===== src/rtl/alarm_ctrl.sv =====
// rtl/alarm_ctrl.sv - alarm controller: programmable alarm time, ring with 1 Hz beep, snooze/stop/timeout
module alarm_ctrl #(
    parameter int RING_SEC   = 60,
    parameter int SNOOZE_MIN = 5,
    parameter int MAX_SNOOZE = 3
) (
    input  logic        clk_i,
    input  logic        rst_i,
    input  logic [9:0]  msec_i,
    input  logic [5:0]  sec_i,
    input  logic [5:0]  min_i,
    input  logic [4:0]  hour_i,
    input  logic        set_i,
    input  logic [4:0]  alarm_hour_i,
    input  logic [5:0]  alarm_min_i,
    input  logic        enable_i,
    input  logic        snooze_i,
    input  logic        stop_i,
    output logic [4:0]  alarm_hour_o,
    output logic [5:0]  alarm_min_o,
    output logic        armed_o,
    output logic        ringing_o,
    output logic        beep_o,
    output logic [1:0]  snooze_cnt_o,
    output logic        err_o
);

    typedef enum logic [1:0] {
        IDLE    = 2'd0,
        ARMED   = 2'd1,
        RINGING = 2'd2,
        SNOOZE  = 2'd3
    } state_t;

    localparam logic [5:0] RING_LAST   = 6'(RING_SEC - 1);
    localparam logic [5:0] SNOOZE_LAST = 6'(SNOOZE_MIN - 1);
    localparam logic [1:0] SNOOZE_MAX  = 2'(MAX_SNOOZE);

    state_t      state_q, state_nx;
    logic [4:0]  alarm_hour_q;
    logic [5:0]  alarm_min_q;
    logic [5:0]  ring_cnt_q, ring_cnt_nx;
    logic [5:0]  min_cnt_q, min_cnt_nx;
    logic [1:0]  snooze_cnt_q, snooze_cnt_nx;
    logic [5:0]  sec_q, min_q;
    logic        match, match_q, trigger;
    logic        sec_tick, min_tick;
    logic        set_ok;
    logic        beep_q, err_q;

    assign set_ok   = (alarm_hour_i <= 5'd23) && (alarm_min_i <= 6'd59);
    assign match    = (hour_i == alarm_hour_q) && (min_i == alarm_min_q) &&
                      (sec_i == 6'd0) && (msec_i == 10'd0);
    // Edge-detect the match so a time held at hh:mm:00.000 fires only once
    assign trigger  = match & ~match_q;
    assign sec_tick = (sec_i != sec_q);
    assign min_tick = (min_i != min_q);

    always_comb begin
        state_nx      = state_q;
        ring_cnt_nx   = ring_cnt_q;
        min_cnt_nx    = min_cnt_q;
        snooze_cnt_nx = snooze_cnt_q;
        if (!enable_i) begin
            state_nx      = IDLE;
            snooze_cnt_nx = 2'd0;
        end else begin
            case (state_q)
                IDLE: state_nx = ARMED;
                ARMED: begin
                    if (trigger && !set_i && !stop_i) begin
                        state_nx      = RINGING;
                        ring_cnt_nx   = 6'd0;
                        snooze_cnt_nx = 2'd0;
                    end
                end
                RINGING: begin
                    if (set_i || stop_i) begin
                        state_nx = ARMED;
                    end else if (snooze_i) begin
                        if (snooze_cnt_q < SNOOZE_MAX) begin
                            state_nx      = SNOOZE;
                            snooze_cnt_nx = snooze_cnt_q + 2'd1;
                            min_cnt_nx    = 6'd0;
                        end else begin
                            state_nx = ARMED;
                        end
                    end else if (sec_tick) begin
                        if (ring_cnt_q == RING_LAST) state_nx = ARMED;
                        else                         ring_cnt_nx = ring_cnt_q + 6'd1;
                    end
                end
                SNOOZE: begin
                    if (set_i || stop_i) begin
                        state_nx = ARMED;
                    end else if (min_tick) begin
                        if (min_cnt_q == SNOOZE_LAST) begin
                            state_nx    = RINGING;
                            ring_cnt_nx = 6'd0;
                        end else begin
                            min_cnt_nx = min_cnt_q + 6'd1;
                        end
                    end
                end
                default: state_nx = IDLE;
            endcase
        end
        // Any return to ARMED ends the alarm event
        if (state_nx == ARMED && state_q != ARMED) snooze_cnt_nx = 2'd0;
    end

    always_ff @(posedge clk_i or negedge rst_i) begin
        if (!rst_i) begin
            state_q      <= IDLE;
            alarm_hour_q <= 5'd0;
            alarm_min_q  <= 6'd0;
            ring_cnt_q   <= 6'd0;
            min_cnt_q    <= 6'd0;
            snooze_cnt_q <= 2'd0;
            sec_q        <= 6'd0;
            min_q        <= 6'd0;
            match_q      <= 1'b0;
            beep_q       <= 1'b0;
            err_q        <= 1'b0;
        end else begin
            state_q      <= state_nx;
            ring_cnt_q   <= ring_cnt_nx;
            min_cnt_q    <= min_cnt_nx;
            snooze_cnt_q <= snooze_cnt_nx;
            sec_q        <= sec_i;
            min_q        <= min_i;
            match_q      <= match;
            beep_q       <= (state_nx == RINGING) && (msec_i < 10'd500);
            err_q        <= set_i && !set_ok;
            if (set_i && set_ok) begin
                alarm_hour_q <= alarm_hour_i;
                alarm_min_q  <= alarm_min_i;
            end
        end
    end

    assign alarm_hour_o = alarm_hour_q;
    assign alarm_min_o  = alarm_min_q;
    assign armed_o      = (state_q != IDLE);
    assign ringing_o    = (state_q == RINGING);
    assign beep_o       = beep_q;
    assign snooze_cnt_o = snooze_cnt_q;
    assign err_o        = err_q;

endmodule


===== config.mk =====
export PLATFORM = sky130hd
export DESIGN_NAME = alarm_ctrl
export DESIGN_NICKNAME = d
export VERILOG_FILES = /design/src/rtl/alarm_ctrl.sv
export SDC_FILE = /design/constraint.sdc
export NUM_CORES = 1
export LEC_CHECK = 0
export BUFFER_PORTS_ARGS = -buffer_cell sky130_fd_sc_hd__buf_2
export CAP_MARGIN = 20
export CORE_AREA = 2 2 72 74
export DETAILED_ROUTE_END_ITERATION = 6
export DIE_AREA = 0 0 74 76
export GPL_TIMING_DRIVEN = 0
export PLACE_DENSITY = 0.74
export SYNTH_ARGS = -nofsm -noshare
export SYNTH_HDL_FRONTEND = slang
export SYNTH_SLANG_ARGS = --single-unit

===== constraint.sdc =====
create_clock -name clk_i -period 2.05 [get_ports clk_i]
set_input_delay 0.41 -clock clk_i [delete_from_list [all_inputs] [get_ports clk_i]]
set_output_delay 0.41 -clock clk_i [all_outputs]
set_load 0.005 [all_outputs]

==> flow_summary.toml, run 1 <==
[run_status]
status = "completed"

[job]
number_of_max_cap_violations = 0

[global_routing]
antenna_found_initial = 0
global_route.overflow_total = 0
grt.total_usage = 0.1806
pin_count_of_the_biggest_net_entering_global_routing = 43
grt_pass1_wl_mm = 7.866
grt_pass1_vias = 1739

[drt]
postRouteAntennaNets = 0
drt-pass1-iter-count = 4
vias_per_cell = 5.154
wl_per_cell_um = 13.95
postRouteWirelength_mm = 4.716
drt_iter0_drc = 72
detail_route.drc_violations = 0
detailroute.via_count = 1742

[timing]
hold-worst-slack_ps = 237.9
final_period_minus_worst_setup_slack_ps = 1943
transition_time_of_the_tightest_slew_check_pin_ps = 924.3
final_max_slew_viol_count = 0
post-route-worst-setup-slack_ps = 107.2
clock.fmax_mhz = 514.7
finalSetupViolations = 0
max-slew-margin-rel = 0.3838
finalCritPeriodShare = 0.9477
fin_skew_ps = 10.18
final_hold_viols = 0

[die]
floorplan.core_area_um2 = 4912
io_pins = 61
die_x_extent_um = 74
initial_utilization = 0.4460
die_height_um = 76
fp-row-count = 26
design.die.area_um2 = 5624

[clock_tree]
number_of_buffers_inserted_during_clock_tree_synthesis = 5
cts_hold_buffers = 0
h_tree_level_count = 2
clk_slew_on_worst_s_h_paths_ps = 90
clock_sink_count = 42
clockBufferDepth = 2
clk-insertion-delay-late_ps = 300
ctsRootBufferMaster = "clkbuf_8"
cts_tree = "built"

[placement]
gp_routability_congestion = 0.8573
numPortBuffers = 59
detailed_place_hpwl_mm = 3.500
dp_worst_setup_slack_ps = -158.7

[finish]
finalCoreUtilization = 0.5611
seq_area_um2 = 1051
fill_cells = 428
area_delta_synth_final_pct = 25.81
antenna_cells = 0
nets = 315
combined_area_of_the_multi_input_logic_cells_um2 = 1154
layout-drive-gt1-share = 0.3769

[setup_path]
setup.worst_path.end_class = "flop"
ff2ff_path_depth = 9
path_max_fanout = 4
timing.setup.critical_path_class = "flop to flop"
rr_endpoint = "min_cnt_q[5]"
critPathSlowestCell = "dfrtp_1"
worstSetupPathDepth = 9
worst-r2r-setup-slack_ps = 110
critical-path-max-stage-delay_ps = 380
critical_path.cell_chain = "inv_2, ha_1, nor4bb_4, and3_1, nand4b_1, buf_4, a2111oi_4, xnor2_1, nor2_1"
r2r_start = "min_cnt_q[0]"
critPathArrivalTime_ps = 2130
timing.critical_path.from_type = "flop"
data_required_time_at_the_worst_endpoint_ps = 2240
critical_path_buf_inv_count = 2
crit_family = "simple AND/OR/NAND/NOR gates"

[synthesis]
yosysTopAreaCell = "dfrtp_1"
post_synthesis_register_bit_count = 42
number_of_enable_flip_flop_cells_after_synthesis = 0
postSynthNetCount = 244
synth.yosys.seq_area_share = 0.4797
list_of_most_frequent_post_synthesis_cells = "dfrtp_1 (42), xnor2_1 (20), mux2_2 (12)"
area_fraction_of_the_dominant_cell_type_after_synthesis = 0.4797
synthesis.area_um2 = 2191
postSynthAreaPerCell_um2 = 11.18
syn-instance-count = 196
most_numerous_cell_in_the_yosys_netlist = "dfrtp_1"
synthArstFlopShare = 1.000
yosys_warnings = 0
synth_top_cells_by_area = "dfrtp_1 (48%), xnor2_1 (8.0%), mux2_2 (6.2%), nand4_1 (3.1%), xor2_1 (2.4%)"
synthDistinctLibCells = 45
synthFlopType = "dfrtp_1"

[pwr]
power_per_cell_area_nw_per_um2 = 623.9
post-layout-total-power_mw = 1.720
power.leakage_nw = 1.231
vdd.ir_drop.worst_v = 0.0002882

[hold_path]
hold_path_class = "primary input to asynchronous set/reset pin"
[cell type report]
type / count / area share
buffer: 5 / 0.006809
clock buffer: 5 / 0.02497
clock inverter: 3 / 0.007717
inverter: 6 / 0.008171
multi-input combinational: 143 / 0.4185
sequential: 42 / 0.3813
tap: 70 / 0.03177
timing repair buffer: 64 / 0.1207
[placed cells by master (no fill, tap or decap), drive strengths merged, types with 2 or more instances in the layout]
cell type	n
buf	64
dfrtp	42
xnor2	20
mux2	12
nand2	12
nand4	11
nor2	11
clkbuf	10
a21oi	7
nor3	6
xor2	6
inv	6
nor4	6
nand3	5
nor2b	5
and3	4
ha	4
o21ai	4
nand2b	2
and4	2
a2111oi	2
o2bb2ai	2
a221o	2
a21bo	2
a211oi	2
clkinv	2
[where the power goes]
| part | total (mW) | switching, mW | internal, mW |
|---|---|---|---|
| Combinational | 0.271 | 0.132 | 0.139 |
| Sequential | 0.909 | 0.0359 | 0.874 |
| Clock | 0.539 | 0.300 | 0.239 |
[per-layer routing]
| metal | global-route usage | share of wire | vias up |
|---|---|---|---|
| li1 | - | - | 856 |
| met5 | 0 | 0 | - |
| met1 | 0.2368 | 0.46 | 837 |
| met4 | 0.08182 | 0.020 | 0 |
| met2 | 0.2786 | 0.49 | 40 |
| met3 | 0.04497 | 0.036 | 9 |
[worst max-delay path by stage]
| stage | startpoint | endpoint | slack [ps] |
|---|---|---|---|
| CTS | min_cnt_q[0] | min_cnt_q[2] | 10 |
| finish | min_cnt_q[0] | min_cnt_q[5] | 110 |
| global route | min_cnt_q[0] | min_cnt_q[3] | -7 |
| floorplan | ring_cnt_q[0] | ring_cnt_q[3] | 100 |
| detailed placement | sec_i[0] | ring_cnt_q[3] | -160 |
| global placement | sec_i[0] | ring_cnt_q[3] | -140 |
[worst reg2reg max path, cell delays in order, from the launching register on]
cell	delay [ps]
dfrtp_1	380
inv_2	50
ha_1	190
nor4bb_4	150
and3_1	180
nand4b_1	160
buf_4	180
a2111oi_4	340
xnor2_1	160
nor2_1	50
[through the flow]
step                setup TNS, ps  instances  area (um2)
floorplan                       0        196        2191
global placement           -425.2        325        2574
detailed placement         -495.4        325        2574
CTS                             0        334        2671
global route               -16.06        338        2756
finish                          0        338        2756
[sequential cells by signal, indices dropped and copies added, names as in the netlist]
| register | count |
|---|---|
| snooze_cnt_o | 2 |
| state_q | 2 |
| alarm_hour_o | 5 |
| ring_cnt_q | 6 |
| sec_q | 6 |
| err_o | 1 |
| beep_o | 1 |
| alarm_min_o | 6 |
| min_cnt_q | 6 |
| match_q | 1 |
| min_q | 6 |
[repair_timing]
item                                    in CTS  in global routing
gates resized for setup                      0                  8
pin swaps                                    1                  2
cloned                                       0                  0
setup buffers                                1                  4
endpoints found under the setup margin       2                 11
[cell families after synthesis]
logic type               synth area share
AO/OA/AOI/OAI                      0.1268
XOR/XNOR                           0.1039
adder cells (fa/ha/maj)           0.02285
buffers and inverters             0.01885
flip-flops                         0.4797
multiplexers                      0.06168
AND/OR/NAND/NOR                    0.1862
Power figures use the tool's default switching activity.
==> run 2: changes to the inputs <==
--- a/config.mk
+++ b/config.mk
@@ -5,8 +5,7 @@
 export SDC_FILE = /design/constraint.sdc
 export NUM_CORES = 1
 export LEC_CHECK = 0
-export BUFFER_PORTS_ARGS = -buffer_cell sky130_fd_sc_hd__buf_2
-export CAP_MARGIN = 20
+export BUFFER_PORTS_ARGS = -buffer_cell sky130_fd_sc_hd__buf_4
 export CORE_AREA = 2 2 72 74
 export DETAILED_ROUTE_END_ITERATION = 6
 export DIE_AREA = 0 0 74 76
==> run 2 against run 1 <==
Effect of this change:
- global-route usage down 0.41 points
- count of clock-buffer cells in the layout rose by 1
- die area stayed put
- sequential cell count did not move
- critical path depth fell by 3
==> flow_summary.toml, run 2 (synthesized netlist as in run 1, its figures left out) <==
[die]
die_height_um = 76
design.die.area_um2 = 5624
initial_utilization = 0.4460
floorplan.core_area_um2 = 4912
fp-row-count = 26
die_x_extent_um = 74
io_pins = 61

[timing]
max-slew-margin-rel = 0.6179
transition_time_of_the_tightest_slew_check_pin_ps = 573.2
clock.fmax_mhz = 507.5
final_max_slew_viol_count = 0
finalCritPeriodShare = 0.9613
finalSetupViolations = 0
post-route-worst-setup-slack_ps = 79.37
final_hold_viols = 0
final_period_minus_worst_setup_slack_ps = 1971
fin_skew_ps = 7.298

[drt]
vias_per_cell = 5.151
postRouteAntennaNets = 0
detail_route.drc_violations = 0
dr.max_layer_used = "met4"
wl_met2_mm = 2.368
postRouteWirelength_mm = 4.827
detailroute.via_count = 1736
drt-pass1-iter-count = 4
drt_iter0_drc = 71
met3_length_um = 239
wl_per_cell_um = 14.32
wl_met1_mm = 2.121

[finish]
layout-drive-gt1-share = 0.3783
final_instance_area_um2 = 2889
commonest_non_fill_non_tap_cell_in_the_layout = "buf_4"
area_delta_synth_final_pct = 31.87
antenna_cells = 0
finalCoreUtilization = 0.5881
nets = 314
fill_cells = 416
commonest_cells_after_routing_fill_and_taps_aside = "buf_4 (63), dfrtp_1 (42), xnor2_1 (20)"

[pwr]
power_per_cell_area_nw_per_um2 = 614.4
power.leakage_nw = 1.273
post-layout-total-power_mw = 1.775
vdd.ir_drop.worst_v = 0.0003870

[run_status]
status = "completed"

[setup_path]
data_required_time_at_the_worst_endpoint_ps = 2230
crit_family = "compound AO/OA/AOI/OAI gates"
critPathArrivalTime_ps = 2150
critPathSlowestCell = "nor4_2"
critical_path_buf_inv_count = 1
timing.critical_path.from_type = "flop"
setup.worst_path.end_class = "flop"
timing.setup.critical_path_class = "flop to flop"
path_max_fanout = 4
critical_path.cell_chain = "xor2_1, nor4_2, a211oi_2, o221a_4, buf_4, a221o_1"
critical-path-max-stage-delay_ps = 450

[hold_path]
hold_path_class = "primary input to asynchronous set/reset pin"

[global_routing]
grt.total_usage = 0.1765
global_route.overflow_total = 0
grt_pass1_wl_mm = 7.810
grt_pass1_vias = 1677
pin_count_of_the_biggest_net_entering_global_routing = 43
antenna_found_initial = 0

[placement]
detailed_place_hpwl_mm = 3.582
placedInstanceArea_um2 = 2721
gp_routability_congestion = 0.8874
dp_worst_setup_slack_ps = -174.4
numPortBuffers = 59

[clock_tree]
clk_slew_on_worst_s_h_paths_ps = 80
cts_hold_buffers = 0
h_tree_level_count = 2
clk-insertion-delay-late_ps = 290
clockBufferDepth = 2
ctsRootBufferMaster = "clkbuf_8"
number_of_buffers_inserted_during_clock_tree_synthesis = 5
cts_tree = "built"
clock_sink_count = 42

[job]
number_of_max_cap_violations = 0
[run 2: worst paths after layout]
check                      slack, ps  depth (start not counted)    startpoint             to
setup reg to reg                  80                          6      sec_q[5]  ring_cnt_q[4]
setup / recovery                  80                          6      sec_q[5]  ring_cnt_q[4]
min in group clk_i               250                          1      min_i[4]       min_q[4]
hold reg to reg                  550                          2  min_cnt_q[3]   min_cnt_q[3]
max in group asynchronous       1580                          1         rst_i  ring_cnt_q[5]
hold / removal                   100                          1         rst_i       min_q[4]
[run 2: final cells by class]
type,count,area (um2),area share
inverter,6,22.52,0.007796
tap,70,87.58,0.03032
clock buffer,6,82.58,0.02858
timing repair buffer,63,473.0,0.1637
sequential,42,1051,0.3638
buffer,5,18.77,0.006496
multi-input combinational,143,1141,0.3950
clock inverter,2,12.51,0.004331
[run 2: per-stage QoR]
stage | setup TNS [ps] | cells | hold WS, ps
6_report | 0 | 337 | 97.41
5_1_grt | -49.79 | 337 | 143.0
4_1_cts | 0 | 333 | 116.5
3_5_place_dp | -686.6 | 325 | 430.6
3_3_place_gp | -411.3 | 325 | 431.1
2_1_floorplan | 0 | 196 | 114.4
[run 2: power breakdown]
part / switching (mW) / internal (mW) / total [mW] / leakage [nW]
Combinational: 0.134 / 0.179 / 0.313 / 0.705
Clock: 0.283 / 0.271 / 0.553 / 0.0472
Sequential: 0.0355 / 0.874 / 0.909 / 0.521
Total: 0.452 / 1.32 / 1.78 / 1.27
[run 2: repair_timing]
item,CTS,global route
pin swaps,1,2
hold endpoints to repair,0,0
endpoints found under the setup margin,2,10
cloned,0,0
setup buffers,0,4
resized for setup,0,8
[run 2: routing by layer]
layer	global-route usage	vias up
met5	0	-
met4	0.06364	0
met1	0.2476	818
met2	0.2670	52
li1	-	855
met3	0.03836	11
[run 2: worst reg2reg max path, cell delays in order (launching register included)]
cell	delay, ps
dfrtp_1	380
xor2_1	170
nor4_2	450
a211oi_2	150
o221a_4	250
buf_4	150
a221o_1	310
